### src/rtl/cr_fifo_rd_drain.sv
// Show-ahead FIFO read consumer: 2-entry skid buffer onto a registered valid/ready
// stream, software drain that discards FIFO contents, saturating stats, sticky ECC flag.
module cr_fifo_rd_drain #(
  parameter int DATA_W = 106,
  parameter int CNT_W  = 16
) (
  input  logic              clk,
  input  logic              rst,
  input  logic              fifo_empty,
  input  logic [DATA_W-1:0] fifo_rdata,
  input  logic              fifo_ecc_err,
  output logic              fifo_ren,
  output logic              out_valid,
  input  logic              out_ready,
  output logic [DATA_W-1:0] out_data,
  input  logic              drain_req,
  output logic              drain_busy,
  output logic              drain_done,
  input  logic              err_clr,
  output logic              ecc_err_sticky,
  output logic [CNT_W-1:0]  pop_cnt,
  output logic [CNT_W-1:0]  drop_cnt
);

  typedef enum logic {
    ST_RUN   = 1'b0,
    ST_DRAIN = 1'b1
  } state_e;

  localparam logic [CNT_W-1:0] CNT_MAX = '1;

  state_e            state_q, state_d;
  logic [1:0]        cnt_q, cnt_d;
  logic [DATA_W-1:0] head_q, head_d;
  logic [DATA_W-1:0] tail_q, tail_d;
  logic              done_q, done_d;
  logic              ecc_q, ecc_d;
  logic [CNT_W-1:0]  pop_cnt_q, pop_cnt_d;
  logic [CNT_W-1:0]  drop_cnt_q, drop_cnt_d;

  logic              ren;
  logic              push;
  logic              pop;
  logic [1:0]        drop_inc;
  logic [CNT_W:0]    drop_sum;

  always_comb begin
    state_d   = state_q;
    cnt_d     = cnt_q;
    head_d    = head_q;
    tail_d    = tail_q;
    done_d    = 1'b0;
    pop_cnt_d = pop_cnt_q;
    drop_inc  = 2'd0;
    ren       = 1'b0;
    push      = 1'b0;
    pop       = 1'b0;

    case (state_q)
      ST_RUN: begin
        ren  = !fifo_empty && (cnt_q != 2'd2);
        push = ren;
        pop  = (cnt_q != 2'd0) && out_ready;
        case (cnt_q)
          2'd0: begin
            if (push) head_d = fifo_rdata;
          end
          2'd1: begin
            if (push && pop)  head_d = fifo_rdata;
            if (push && !pop) tail_d = fifo_rdata;
          end
          default: begin
            if (pop) head_d = tail_q;
          end
        endcase
        cnt_d = cnt_q + {1'b0, push} - {1'b0, pop};
        if (pop && (pop_cnt_q != CNT_MAX)) pop_cnt_d = pop_cnt_q + 1'b1;
        // Whatever would still be buffered after this cycle, including an entry
        // popped from the FIFO in the request cycle, is counted as dropped.
        if (drain_req) begin
          state_d  = ST_DRAIN;
          drop_inc = cnt_d;
          cnt_d    = 2'd0;
        end
      end
      ST_DRAIN: begin
        ren      = !fifo_empty;
        drop_inc = {1'b0, ren};
        if (fifo_empty) begin
          state_d = ST_RUN;
          done_d  = 1'b1;
        end
      end
      default: state_d = ST_RUN;
    endcase

    drop_sum   = {1'b0, drop_cnt_q} + (CNT_W+1)'(drop_inc);
    drop_cnt_d = drop_sum[CNT_W] ? CNT_MAX : drop_sum[CNT_W-1:0];

    if (ren && fifo_ecc_err) ecc_d = 1'b1;
    else if (err_clr)        ecc_d = 1'b0;
    else                     ecc_d = ecc_q;

    fifo_ren = ren && !rst;
  end

  always_ff @(posedge clk) begin
    if (rst) begin
      state_q    <= ST_RUN;
      cnt_q      <= 2'd0;
      head_q     <= '0;
      tail_q     <= '0;
      done_q     <= 1'b0;
      ecc_q      <= 1'b0;
      pop_cnt_q  <= '0;
      drop_cnt_q <= '0;
    end else begin
      state_q    <= state_d;
      cnt_q      <= cnt_d;
      head_q     <= head_d;
      tail_q     <= tail_d;
      done_q     <= done_d;
      ecc_q      <= ecc_d;
      pop_cnt_q  <= pop_cnt_d;
      drop_cnt_q <= drop_cnt_d;
    end
  end

  assign out_valid      = (cnt_q != 2'd0);
  assign out_data       = head_q;
  assign drain_busy     = (state_q == ST_DRAIN);
  assign drain_done     = done_q;
  assign ecc_err_sticky = ecc_q;
  assign pop_cnt        = pop_cnt_q;
  assign drop_cnt       = drop_cnt_q;

endmodule

### config.mk
export PLATFORM = sky130hd
export DESIGN_NAME = cr_fifo_rd_drain
export DESIGN_NICKNAME = d
export VERILOG_FILES = /design/src/rtl/cr_fifo_rd_drain.sv
export SDC_FILE = /design/constraint.sdc
export NUM_CORES = 1
export LEC_CHECK = 0
export ABC_AREA = 1
export BUFFER_PORTS_ARGS = -buffer_cell sky130_fd_sc_hd__buf_2
export CAP_MARGIN = 20
export CORE_ASPECT_RATIO = 1.5
export CORE_MARGIN = 5
export CORE_UTILIZATION = 40
export DETAILED_ROUTE_END_ITERATION = 10
export GPL_TIMING_DRIVEN = 0
export PLACE_DENSITY_LB_ADDON = 0.25
export SLEW_MARGIN = 20
export SYNTH_ARGS = -nofsm -noshare
export SYNTH_HDL_FRONTEND = slang
export SYNTH_SLANG_ARGS = --single-unit
### constraint.sdc
create_clock -name clk -period 4.2 [get_ports clk]
set_input_delay 0.63 -clock clk [delete_from_list [all_inputs] [get_ports clk]]
set_output_delay 0.63 -clock clk [all_outputs]
set_load 0.005 [all_outputs]
======== Word-level counts from Yosys, hierarchy flattened ========
Cells that the tools add are included.
operators by class
  $mul .................................... 0
  bitwise gates (word level) .............. 1
  add/sub/neg operators ................... 4
  muxes and demuxes ....................... 15
  divide/modulo/power cells ............... 0
  order comparisons ....................... 0
  equal/unequal tests ..................... 5
  reduce and logical (&&, ||, !) cells .... 18
  shift-type cells ........................ 0
operators with widths
  cell                   count
  $mux 106               3
  $pmux 106 s2           1
  $add 16x2->17          1
  $add 16x1->16 const B  1
  $mux 16                1
  $ne 16x16->1 const B   1
  $logic_and 1x1->1      7
  $ne 2x2->1 const B     3
  $mux 1                 5
  $mux 2                 2
  $pmux 1 s2             2
  $pmux 2 s2             1
  $reduce_and 4->1       1
  $reduce_bool 2->1      2
  $logic_not 1->1        3
  $reduce_and 3->1       1
  $reduce_bool 3->1      1
  $add 2x1->2            1
  $eq 2x1->1 const B     1
  $logic_not 2->1        1
  $reduce_and 2->1       1
  $reduce_or 2->1        1
  $sub 2x1->2            1
  $not 1->1              1
word-level totals
  memories ................................ 0
  bits in latches ......................... 0
  memory bits (read-only) ................. 0
  bits in registers ....................... 249
  output and inout port bits .............. 143
  bits of input ports ..................... 113
  RAM bits ................................ 0

======== Logic depth before layout (Yosys ltp) ========
Gate-level depths: netlist of run 1.
  word-level depth ........................ 8
  depth in mapped cells ................... 22

======== Worst setup path before layout of run 1 ========
No wires, ideal clock.
  path kind ............................... input-to-reg
  from .................................... input fifo_empty
  to ...................................... register drop_cnt_q[14], in the netlist drop_cnt[14]
  setup slack ............................. 1.137 ns
  stages on the path ...................... 18
  data required time ...................... 4.090 ns
  library setup time ...................... 0.110 ns
  data arrival time ....................... 2.953 ns
  cell sequence ........................... a21oi_1 > inv_1 > ha_1 > inv_1 > ha_1 > o21ai_0 > inv_1 > ha_1 > inv_1 > fa_1 > inv_1 > nand2_1 > nor3_2 > nand2_1 > o21ai_1 > nand3_1 > nand2_1 > inv_1
between the ends
  word-level cells in the longest chain between the ends .. 8
RTL lines
  what                  line    RTL
  start, declared       9       input logic fifo_empty,
  $logic_not 1->1 *     61, 87
  $logic_and 1x1->1     61      ren = !fifo_empty && (cnt_q != 2'd2);
  $add 2x1->2           76      cnt_d = cnt_q + {1'b0, push} - {1'b0, pop};
  $sub 2x1->2           76
  $mux 2                80      if (drain_req) begin
  $pmux 2 s2 *          59      case (state_q)
  $add 16x2->17 *       97      drop_sum = {1'b0, drop_cnt_q} + (CNT_W+1)'(drop_inc);
  $mux 16 *             98      drop_cnt_d = drop_sum[CNT_W] ? CNT_MAX : drop_sum[CNT_W-1:0];
  end signal, assigned  125     drop_cnt_q <= drop_cnt_d;
  end, declared         39      logic [CNT_W-1:0] drop_cnt_q, drop_cnt_d;
Every way passes the cells marked *; elsewhere a longest branch is shown, timed or not.
A chain may end at the register's enable or synchronous reset.

======== Final worst setup path of run 1 ========
  from .................................... register cnt_q[1]
  to ...................................... register drop_cnt_q[10], in the netlist drop_cnt[10]
between the ends
  word-level cells in the longest chain between the ends .. 8
  elaborated cells between the ends (all ways) .. 10
RTL lines
  what                    line  RTL
  start, declared         33    logic [1:0] cnt_q, cnt_d;
  start signal, assigned  119   cnt_q <= cnt_d;
  $ne 2x2->1              61
  $logic_and 1x1->1       61
  $add 2x1->2             76
  $sub 2x1->2 *           76
  $mux 2 *                80
  $pmux 2 s2 *            59
  $add 16x2->17 *         97
  $mux 16 *               98
Marked as above.

==> results summary, run 1 <==
In this run, synthesis produced a sequential element count of 249. Yosys mapped the design onto 34 distinct sky130hd cell types. The average routed wire per standard cell came out at 15.02 microns. Once the clock tree was built, the setup fixing pass inserted 0 buffers. The total area of multi-input combinational cells is 4513 sq um. The area of the core region came out at 26,580 sq um. The number of gates resized after CTS was 0. Setup repair after global routing left no endpoint under its margin. The hold buffer count at CTS is 0. Entering global routing, the biggest net connects 15 pins. The xor/xnor share of the synthesized area is 0.8084%. Relative to the synthesized area, the layout overhead comes to 23.42%. The first-pass iteration count of the detailed router came out at 7. The residual antenna-violating net count after detailed routing came out at 0.

The register clock-pin slew on the reported worst setup and hold paths came out at 60 ps. TritonCTS built the clock tree. Counting cells, the worst reg-to-reg path comes to 18. The most common cell after layout, fill and taps aside is sky130_fd_sc_hd__nand2_1. The critical path required time is 4660 ps. The post-detailed-route via-to-cell ratio is 4.884. Static timing analysis puts the maximum clock frequency at 276.4 MHz. The remaining routing DRC violations came out at 0. The overall via count from detail_route is 10,660.

256 I/O pins were placed. The critical path arrival came out at 4070 ps. The HPWL after detailed placement is 24,470 microns.

The number of flops mapped to enable cells by yosys is 0. The count of fill cells added during filler insertion came out at 2,734. In the detailed route, the total length drawn on met3 is 1940 microns. The top flip-flop cell by instance count after synthesis is sky130_fd_sc_hd__dfxtp_1.

The relative slew slack is 52.79%. The setup TNS came out at 0 ps. In this run the top signal layer used is met5. The final-report max-slew violation count came out at 0. The number of antenna violations at the first check in global routing is 6. The total number of placement rows is 73.

The clock root buffer master is sky130_fd_sc_hd__clkbuf_16. For the pin with the worst max-slew slack, the measured transition is 708.1 ps. The worst setup path is launched from a flop. STA classifies the critical path endpoint as a flop. The count of synthesis-stage warnings from yosys came out at 0. The post-synthesis instance total is 1,543. The total wirelength of the detailed-routed design is 32,780 microns. The number of failing hold endpoints at the final stage is 0.

The first-pass GRT wire length came out at 51,850 microns. The final-layout worst hold slack came out at 285.4 ps. The total global routing overflow is 0. Once the floorplan was initialized, standard cells occupied 40.76% of the core. The cell area after technology mapping came out at 10,830 sq um. The number of setup violations in the final report came out at 0. The maximum vdd ir drop is 0.3177 mV.

The multiplexer share of the synthesized area came out at 0%. Of the available clock period, the critical path in the final layout requires 86.13%. Counting instances, the worst hold path has a depth of 2.

The compound-cell area share of the yosys netlist came out at 21.05%. The later pin in the worst-skew pair is clocked with a latency of 530 ps. The die footprint came out at 30,540 sq um. Leaving out fill and tap cells, the most frequent cells in the layout are sky130_fd_sc_hd__nand2_1, sky130_fd_sc_hd__buf_2, sky130_fd_sc_hd__dfxtp_1.

The total placed cells including tap cells came out at 2,135. The share of synthesized cell area in and, or, nand and nor gates came out at 18.80%. The average size of a mapped cell came out at 7.021 sq um. The post-synthesis share of cell area spent on full adders, half adders and majority gates is 0.9932%. The worst-path maximum fanout is 10. The finished layout holds 2,183 standard cells, fillers aside. The start-to-end type of the worst setup path is flop to flop. The number of global-route vias before repair came to 10,400. The count of maximum capacitance violations is 0. The total number of nets in the final design is 1,946. For this run, the total global-route usage over all layers was measured as 20.88%.

The share of synthesized area occupied by flip-flops and latches came out at 46.01%. In this run the worst hold path is classified as primary input to flop. The total CTS buffers is 25. The areal power density over the cells came out at 429.2 nW/um^2. The flow ran to the end, and the final reports show no timing, DRC or antenna violations. The die extent in x came out at 144.4 microns. On the final layout, the worst clock skew is 18.15 ps.

At the end of the flow the core is filled with cells to 50.31%. The clock sink total came out at 249. The quantity of I/O buffers inserted on ports came out at 255.

The longest clock path from root to sink contains 3 buffers. The level count of the clock H-tree is 1. The layout cell share with drive strength beyond 1 is 20.35%. The leakage power of the design is 6.311 nW.

Subtracting the final worst setup slack from the clock period gives 3618 ps. The detailed route wirelength on metal2 came out at 16,710 microns. The net count of the mapped netlist is 1,664. The initial detailed-routing violation count came out at 501. The floorplan die height came out at 211.6 microns. After synthesis, the largest family of logic cells by area is compound AO/OA/AOI/OAI gates.

The post-route met1 wirelength came out at 12,960 microns. The register area came out at 4985 sq um. The async set-or-reset flop fraction in the synthesized netlist is 0%. The routability congestion estimate came out at 0.8939.
[cells in the mapped netlist, types with 3 or more instances]
cell type	number	area [sq um]
sky130_fd_sc_hd__clkbuf_1	39	146.4
sky130_fd_sc_hd__xor2_1	8	70.07
sky130_fd_sc_hd__nand2_2	3	18.77
sky130_fd_sc_hd__a21oi_1	170	850.8
sky130_fd_sc_hd__o21ai_1	83	415.4
sky130_fd_sc_hd__ha_1	7	87.58
sky130_fd_sc_hd__nand4_1	6	37.54
sky130_fd_sc_hd__nor3_1	5	25.02
sky130_fd_sc_hd__buf_4	8	60.06
sky130_fd_sc_hd__buf_2	42	210.2
sky130_fd_sc_hd__a31oi_1	4	25.02
sky130_fd_sc_hd__dfxtp_1	249	4985
sky130_fd_sc_hd__o21ai_0	189	945.9
sky130_fd_sc_hd__buf_6	11	123.9
sky130_fd_sc_hd__nand3_1	25	125.1
sky130_fd_sc_hd__inv_1	206	773.2
sky130_fd_sc_hd__nor2_1	159	596.8
sky130_fd_sc_hd__nand2_1	304	1141
sky130_fd_sc_hd__inv_2	5	18.77
[state kept, by name, summed over array words and instances (netlist names)]
| name | cells |
|---|---|
| pop_cnt | 16 |
| tail_q | 106 |
| drop_cnt | 16 |
| drain_busy | 1 |
| ecc_err_sticky | 1 |
| cnt_q | 2 |
| drain_done | 1 |
| out_data | 106 |
[worst paths after layout]
path / start / endpoint / slack [ps]
setup / recovery: cnt_q[1] / drop_cnt[10] / 580
hold / removal: err_clr / ecc_err_sticky / 290
setup reg to reg: cnt_q[1] / drop_cnt[10] / 580
hold reg to reg: out_data[89] / out_data[89] / 440
[area by class of cell]
| cell class | count | area share [%] |
|---|---|---|
| Sequential cell | 249 | 37.28 |
| Clock buffer | 32 | 5.249 |
| Clock inverter | 13 | 0.9731 |
| Timing Repair Buffer | 255 | 9.544 |
| Buffer | 101 | 4.070 |
| Inverter | 211 | 5.923 |
| Multi-Input combinational cell | 982 | 33.75 |
| Tap cell | 337 | 3.153 |
| Antenna cell | 3 | 0.05614 |
[power breakdown]
part	leakage [nW]	total (W)	internal, W	switching (W)
combinational	3.87	0.000827	0.000337	0.000491
sequential	2.04	0.00264	0.00255	0.0000947
clock	0.407	0.00227	0.00131	0.000963
[worst max-delay path, cell delays in order (launching register included)]
cell and delay (ps):
sky130_fd_sc_hd__dfxtp_1 300, sky130_fd_sc_hd__buf_4 180, sky130_fd_sc_hd__buf_2 250, sky130_fd_sc_hd__a21oi_1 350, sky130_fd_sc_hd__inv_1 80, sky130_fd_sc_hd__ha_1 280, sky130_fd_sc_hd__inv_1 40, sky130_fd_sc_hd__ha_1 270
sky130_fd_sc_hd__o21ai_0 80, sky130_fd_sc_hd__inv_1 90, sky130_fd_sc_hd__ha_1 170, sky130_fd_sc_hd__inv_1 60, sky130_fd_sc_hd__fa_1 390, sky130_fd_sc_hd__inv_1 90, sky130_fd_sc_hd__nand4_1 100, sky130_fd_sc_hd__nor2_1 180
sky130_fd_sc_hd__nand3_1 230, sky130_fd_sc_hd__buf_2 260, sky130_fd_sc_hd__a21oi_1 150
[kinds of logic (layout without fill, tap and decap cells)]
kind of cell	after synthesis	after routing
and+or+nand+nor	514	514
adders and majority gates	8	8
other	0	3
AOI/OAI and AO/OA	450	450
buffers and inverters	312	612
xor gates and xnor gates	10	10
DFF	249	249
[stage by stage]
step                instance area, sq um  total power, W  setup slack (ps)
CTS                                13360        0.005810             565.8
global route                       13370        0.006029             227.9
detailed placement                 12530        0.003532             590.1
floorplan                          10830        0.003154              1137
global placement                   12530        0.003515             620.9
finish                             13370        0.005739             582.4
[routing by layer]
layer / vias to the layer above / GRT usage [%]
met5: - / 0
met2: 278 / 37.47
met3: 79 / 3.910
li1: 5460 / -
met1: 4839 / 24.13
met4: 6 / 8.336
Power figures use the tool's default switching activity.
==> run 2, diff against run 1 <==
Settings changed: CORE_MARGIN 5 to 10.
==> run 2 against run 1 <==
- final area rose by 0.54%
- clock skew fell by 1.7 ps
- worst hold slack improved by 2.7 ps
- maximum frequency rose by 0.81%
- sequential cell count did not move
- via count fell by 0.60%
- sequential share of layout area fell by 0.20 points
- non-clock buffer count did not move
- combinational power rose by 1%
- largest power group unchanged
- critical path depth did not move
- register-to-register slack improved by 30 ps
==> results summary, run 2 (synthesis results as in run 1) <==
The maximum root-to-sink buffer count is 3 (unchanged). The clock network fraction of design power came to 41.2% (was 39.6%). The clock root buffer master is sky130_fd_sc_hd__clkbuf_16 (unchanged). The overall via count from detail_route is 10,600 (was 10,660). The number of antenna violations at the first check in global routing came out at 4 (was 6). The first-pass GRT wire length was 53,610 microns (was 51,850 microns).

The average routed wire per standard cell came out at 15.43 microns (was 15.02 microns). The proportion of power drawn by flip-flops and latches came out at 44.7% (was 46.0%). The starting density of the core is 40.76% (unchanged). The total number of placement rows is 73 (unchanged). The total CTS buffers is 26 (was 25). Most frequent cells in the layout: sky130_fd_sc_hd__nand2_1, sky130_fd_sc_hd__buf_2, sky130_fd_sc_hd__dfxtp_1 (unchanged). The TritonCTS clock tree was done (unchanged). The number of failing hold endpoints at the final stage came to 0 (unchanged). The count of maximum capacitance violations is 0 (unchanged). The critical path required time came to 4660 ps (about the same). The total wirelength of the detailed-routed design came to 33,690 microns (was 32,780 microns).

The setup TNS came to 0 ps (unchanged). The slew at the pin closest to its max-slew limit is 701.1 ps (was 708.1 ps). The relative contribution of combinational cells to total power was 14.1% (was 14.4%). The start-to-end type of the worst setup path is flop to flop (unchanged). The floorplan die height is 221.6 microns (was 211.6 microns).

The areal power density over the cells came out at 439.6 nW/um^2 (was 429.2 nW/um^2). The clock latency reported for the late side of the worst-skew pair came out at 540 ps (was 530 ps). RSZ-0062 raised after global routing: no (unchanged). The number of global-route vias before repair was 10,420 (was 10,400). The final total power is 0.005910 W (was 0.005739 W). The final-report max-slew violation count is 0 (unchanged).

The most common cell after layout, fill and taps aside is sky130_fd_sc_hd__nand2_1 (unchanged). The residual antenna-violating net count after detailed routing came to 0 (unchanged). The detailed placer's ending HPWL came to 25,320 microns (was 24,470 microns). The layout cell share with drive strength beyond 1 is 20.34% (was 20.35%). The routability congestion estimate is 0.8505 (was 0.8939). The fraction of power spent switching nets came to 26.25% (was 26.98%). The number of post-CTS setup repair buffers is 0 (unchanged). The remaining routing DRC violations is 0 (unchanged).

The maximum vdd ir drop is 0.2819 mV (was 0.3177 mV). The number of resized instances in the post-cts repair step was 0 (unchanged). The capturing element type of the critical path is a flop (unchanged). The leakage power of the design came out at 6.357 nW (was 6.311 nW).

The overall fraction of global-route tracks in use was 18.72% (was 20.88%). The quantity of I/O buffers inserted on ports came out at 255 (unchanged). The die footprint is 34,200 sq um (was 30,540 sq um). The worst-path maximum fanout is 10 (unchanged). The fmax is 278.7 MHz (was 276.4 MHz). The share of the clock period used by the worst path after layout came to 85.44% (was 86.13%). The final setup slack of the worst path came out at 611.4 ps (was 582.4 ps). The clock sink total is 249 (unchanged). The design internal power came to 0.004359 W (was 0.004190 W).

The total number of nets in the final design came out at 1,947 (was 1,946). The signed area change from the synthesized netlist to the final layout was 24.09% (was 23.42%). The maximum clock skew at final layout is 16.40 ps (was 18.15 ps). The minimum clock period after layout came to 3589 ps (was 3618 ps). The level count of the clock H-tree is 1 (unchanged). The power dissipated by switching net loads came out at 0.001551 W (was 0.001548 W). The relative slew slack came out at 53.26% (was 52.79%). The die extent in x is 154.4 microns (was 144.4 microns). The critical path arrival is 4050 ps (was 4070 ps). The number of top-level pins is 256 (unchanged). The hold buffer count at CTS is 0 (unchanged). The type of the worst min-delay path is primary input to flop (unchanged). The post-detailed-route via-to-cell ratio is 4.855 (was 4.884). The final-layout worst hold slack is 288.1 ps (was 285.4 ps). The register clock-pin slew on the reported worst setup and hold paths came out at 60 ps (about the same). The initial detailed-routing violation count came out at 523 (was 501).

The first-pass iteration count of the detailed router is 5 (was 7). The number of setup violations in the final report is 0 (unchanged). The maximum number of pins on one net before global-route repair is 14 (was 15).

The area of the core region is 26,580 sq um (unchanged). The total global routing overflow is 0 (unchanged). The critical path startpoint category is a flop (unchanged).

The pre-CTS worst setup slack is 582.6 ps (was 590.1 ps). Run status: complete, no violations (unchanged).
run 2: cell types whose count changed in the layout (fill, tap and decap cells not counted):
cell,before,now
sky130_fd_sc_hd__diode_2,3,2
sky130_fd_sc_hd__clkbuf_1,41,42
sky130_fd_sc_hd__inv_6,1,0
sky130_fd_sc_hd__clkbuf_8,5,7
sky130_fd_sc_hd__clkbuf_16,25,27
sky130_fd_sc_hd__clkinvlp_4,3,0
sky130_fd_sc_hd__clkinv_2,6,5
sky130_fd_sc_hd__bufinv_16,2,3
run 2: path summary, 6_finish.rpt:
path | start | endpoint | slack (ps) | depth (start not counted)
worst max-delay path | cnt_q[1] | drop_cnt[8] | 610 | 18
worst min-delay path | err_clr | ecc_err_sticky | 290 | 2
worst min register to register | out_data[42] | out_data[42] | 440 | 2
worst max register to register | cnt_q[1] | drop_cnt[8] | 610 | 18
run 2: layout make-up:
type	count	area, sq um
Buffer	101	544.3
Fill cell	2724	13140
Multi-Input combinational cell	982	4513
Inverter	211	792.0
Clock inverter	9	123.9
Sequential cell	249	4985
Tap cell	337	421.7
Clock buffer	37	783.3
Antenna cell	2	5.005
Timing Repair Buffer	255	1276
run 2: per-layer routing:
layer / part of all wire [%] / global-route usage (%) / up-vias
li1: - / - / 5458
met1: 41 / 21.03 / 4816
met2: 50 / 33.58 / 261
met3: 6.3 / 4.368 / 59
met4: 2.6 / 6.275 / 4
met5: 0.071 / 0 / -
run 2: stage by stage:
step	std cells	utilization (%)	area, sq um
3_3_place_gp	2135	47.15	12530
3_5_place_dp	2135	47.15	12530
2_1_floorplan	1543	-	10830
6_report	2183	50.58	13440
5_1_grt	2183	50.58	13440
4_1_cts	2181	50.56	13440
run 2: critical path, stage by stage, from the launching register on:
cell and delay (ps):
sky130_fd_sc_hd__dfxtp_1 290, sky130_fd_sc_hd__buf_4 170, sky130_fd_sc_hd__buf_2 240, sky130_fd_sc_hd__a21oi_1 330
sky130_fd_sc_hd__inv_1 80, sky130_fd_sc_hd__ha_1 280, sky130_fd_sc_hd__inv_1 40, sky130_fd_sc_hd__ha_1 280
sky130_fd_sc_hd__o21ai_0 90, sky130_fd_sc_hd__inv_1 90, sky130_fd_sc_hd__ha_1 150, sky130_fd_sc_hd__inv_1 50
sky130_fd_sc_hd__fa_1 400, sky130_fd_sc_hd__inv_1 90, sky130_fd_sc_hd__nand4_1 100, sky130_fd_sc_hd__nor2_1 180
sky130_fd_sc_hd__nand3_1 230, sky130_fd_sc_hd__buf_2 260, sky130_fd_sc_hd__a31oi_1 150
run 2: power by group through the flow:
stage	registers [W]	clock network [W]	logic [W]
floorplan	0.00270	0	0.000457
global placement	0.00269	0	0.000836
detailed placement	0.00269	0	0.000846
CTS	0.00264	0.00249	0.000850
global route	0.00266	0.00258	0.000948
finish	0.00264	0.00244	0.000835
==> run 3, diff against run 2 <==
Settings changed: CAP_MARGIN 20 to not set, CORE_UTILIZATION 40 to 54.
==> run 3 against run 2 <==
- critical path depth unchanged
- total power is 2.9% lower
- utilization up 17 points
- worst setup slack better by 67 ps
- cell count fell by 3.4%
- final area fell by 1.2%
- combinational power about the same
- first-iteration DRC count grew 2.5%
- maximum frequency grew 1.9%
- wire length is 3.8% lower
- register-to-register slack improved by 70 ps
- count of clock-buffer cells in the layout shrank 2
==> results summary, run 3 (synthesis results as in run 1) <==
Run status: complete, no violations (unchanged). The signed area change from the synthesized netlist to the final layout came to 22.58% (was 24.09%). The power dissipated by switching net loads came out at 0.001534 W (was 0.001551 W). The worst-case reg-to-reg path depth was 18 (unchanged). The die extent in x came to 135.7 microns (was 154.4 microns). The worst-path maximum fanout came to 10 (unchanged).

The slack of the worst reg-to-reg path came out at 680 ps (was 610 ps). The fmax is 284.0 MHz (was 278.7 MHz). The total global routing overflow came out at 0 (unchanged).

The relative slew slack is 52.53% (was 53.26%). The number of post-CTS setup repair buffers came out at 0 (unchanged). The final total power came out at 0.005740 W (was 0.005910 W). The total CTS buffers came out at 24 (was 26). The clock sink total was 249 (unchanged). The critical path arrival is 3970 ps (was 4050 ps). The layout cell share with drive strength beyond 1 was 20.20% (was 20.34%).

The pre-CTS worst setup slack came out at 656.7 ps (was 582.6 ps). The critical path startpoint category is a flop (unchanged). The floorplan die height came out at 193.5 microns (was 221.6 microns). The post-detailed-route via-to-cell ratio was 5.144 (was 4.855). The utilization after layout is 67.12% (was 50.58%). The start-to-end type of the worst setup path was flop to flop (unchanged). The detailed placer's ending HPWL is 24,120 microns (was 25,320 microns). The maximum vdd ir drop came out at 0.3047 mV (was 0.2819 mV). The level count of the clock H-tree is 1 (unchanged). The clock root buffer master is sky130_fd_sc_hd__clkbuf_16 (unchanged).

The average routed wire per standard cell came to 15.38 microns (was 15.43 microns). The TritonCTS clock tree was done (unchanged). The initial detailed-routing violation count came out at 536 (was 523). The most common cell after layout, fill and taps aside was sky130_fd_sc_hd__nand2_1 (unchanged). The areal power density over the cells is 432.2 nW/um^2 (was 439.6 nW/um^2). The first-pass iteration count of the detailed router was 7 (was 5).

The setup TNS came out at 0 ps (unchanged). The relative contribution of combinational cells to total power is 14.5% (was 14.1%). The worst hold endpoint is ecc_err_sticky (unchanged). The final-report max-slew violation count is 0 (unchanged). The area of the core region came out at 19,790 sq um (was 26,580 sq um). The maximum clock skew at final layout is 5.667 ps (was 16.40 ps). The startpoint of the tightest hold check path is err_clr (unchanged). The starting density of the core was 54.76% (was 40.76%).

The capturing point of the worst reg2reg path is drop_cnt[5] (was drop_cnt[8]). The maximum number of pins on one net before global-route repair came out at 16 (was 14). The critical path required time came out at 4640 ps (was 4660 ps). Most frequent cells in the layout: sky130_fd_sc_hd__nand2_1, sky130_fd_sc_hd__buf_2, sky130_fd_sc_hd__dfxtp_1 (unchanged). The minimum clock period after layout came to 3521 ps (was 3589 ps).

The proportion of power drawn by flip-flops and latches is 46.1% (was 44.7%). The number of cells traversed by the worst hold path came out at 2 (unchanged). The type of the worst min-delay path is primary input to flop (unchanged). The worst reg2reg path startpoint is cnt_q[1] (unchanged).

The maximum root-to-sink buffer count was 3 (unchanged). The number of global-route vias before repair came out at 10,630 (was 10,420). The remaining routing DRC violations is 0 (unchanged).

The number of setup violations in the final report is 0 (unchanged). The count of maximum capacitance violations was 0 (unchanged). The standard cell area after detailed placement was 12,440 sq um (was 12,530 sq um). The share of the clock period used by the worst path after layout was 83.84% (was 85.44%). The capturing element type of the critical path was a flop (unchanged).

The quantity of I/O buffers inserted on ports came to 255 (unchanged). The fraction of power spent switching nets came out at 26.72% (was 26.25%). The routability congestion estimate came out at 0.9363 (was 0.8505). The number of failing hold endpoints at the final stage came to 0 (unchanged). The total number of nets in the final design is 1,945 (was 1,947). The die footprint came to 26,250 sq um (was 34,200 sq um). The number of top-level pins came out at 256 (unchanged). The final instance area is 13,280 sq um (was 13,440 sq um). The clock network fraction of design power came out at 39.4% (was 41.2%). RSZ-0062 raised after global routing: no (unchanged). The worst setup path startpoint is cnt_q[1] (unchanged). The number of resized instances in the post-cts repair step is 0 (unchanged). The first-pass GRT wire length is 51,920 microns (was 53,610 microns). The slew at the pin closest to its max-slew limit came out at 712.1 ps (was 701.1 ps). The final setup slack of the worst path came to 678.7 ps (was 611.4 ps). The hold buffer count at CTS was 0 (unchanged). The leakage power of the design came out at 6.310 nW (was 6.357 nW). The overall via count from detail_route came out at 10,840 (was 10,600). The residual antenna-violating net count after detailed routing came out at 0 (unchanged).

The total number of placement rows is 63 (was 73). The overall fraction of global-route tracks in use came out at 23.56% (was 18.72%). The design internal power came to 0.004206 W (was 0.004359 W). The register clock-pin slew on the reported worst setup and hold paths is 70 ps (was 60 ps). The clock latency reported for the late side of the worst-skew pair was 520 ps (was 540 ps).

The number of antenna violations at the first check in global routing came out at 6 (was 4). The total wirelength of the detailed-routed design came out at 32,410 microns (was 33,690 microns).
## run 3: cell count changes in the layout (fill, tap and decap cells not counted)
| cell | change |
|---|---|
| sky130_fd_sc_hd__clkbuf_1 | +1 |
| sky130_fd_sc_hd__diode_2 | +4 |
| sky130_fd_sc_hd__bufinv_16 | -1 |
| sky130_fd_sc_hd__clkbuf_16 | -2 |
| sky130_fd_sc_hd__clkinvlp_4 | +2 |
| sky130_fd_sc_hd__clkinv_2 | -1 |
| sky130_fd_sc_hd__inv_8 | +1 |
| sky130_fd_sc_hd__clkinv_4 | -1 |
| sky130_fd_sc_hd__clkbuf_8 | -1 |
## run 3: cell type report
cell class                 count  area (sq um)
buffer                       101         544.3
antenna                        6         15.01
timing repair buffer         255          1276
clock inverter                 9         106.4
inverter                     211         792.0
sequential                   249          4985
tap                          260         325.3
fill                        1748          6505
multi-input combinational    982          4513
clock buffer                  35         723.2
## run 3: stage by stage
stage          instances  hold slack [ps]
6_report            2108            302.8
5_1_grt             2107            298.5
4_1_cts             2102            286.0
3_5_place_dp        2058            433.5
3_3_place_gp        2058            428.8
2_1_floorplan       1543            440.2
## run 3: metal layers
layer,track usage (%),part of all wire [%]
met2,41.40,50
met1,26.07,38
met4,10.57,3.6
met5,0,0
met3,5.316,7.9
## run 3: how the worst max path moves through the flow
| stage | to | cells past startpoint |
|---|---|---|
| after detailed placement | drop_cnt[5] | 17 |
| final | drop_cnt[5] | 18 |
| after CTS | drop_cnt[5] | 18 |
| after global placement | drop_cnt[14] | 19 |
| after floorplan | drop_cnt[14] | 18 |
| after global routing | drop_cnt[14] | 20 |
## run 3: worst max-delay path: stages, from the launching register on
cell and delay, ps:
sky130_fd_sc_hd__dfxtp_1 300, sky130_fd_sc_hd__buf_4 180, sky130_fd_sc_hd__buf_2 230, sky130_fd_sc_hd__a21oi_1 310, sky130_fd_sc_hd__inv_1 80, sky130_fd_sc_hd__ha_1 280, sky130_fd_sc_hd__inv_1 40, sky130_fd_sc_hd__ha_1 280
sky130_fd_sc_hd__o21ai_0 80, sky130_fd_sc_hd__inv_1 80, sky130_fd_sc_hd__ha_1 150, sky130_fd_sc_hd__inv_1 50, sky130_fd_sc_hd__fa_1 400, sky130_fd_sc_hd__inv_1 90, sky130_fd_sc_hd__nand4_1 110, sky130_fd_sc_hd__nor2_1 130
sky130_fd_sc_hd__nand3_1 220, sky130_fd_sc_hd__buf_2 260, sky130_fd_sc_hd__a31oi_1 160
## run 3: power by group through the flow
stage	combinational (W)	sequential [W]	clock, W
after floorplan	0.000457	0.00270	0
after global routing	0.000942	0.00267	0.00239
after global placement	0.000819	0.00269	0
final	0.000833	0.00265	0.00226
after CTS	0.000842	0.00264	0.00230
after detailed placement	0.000835	0.00269	0
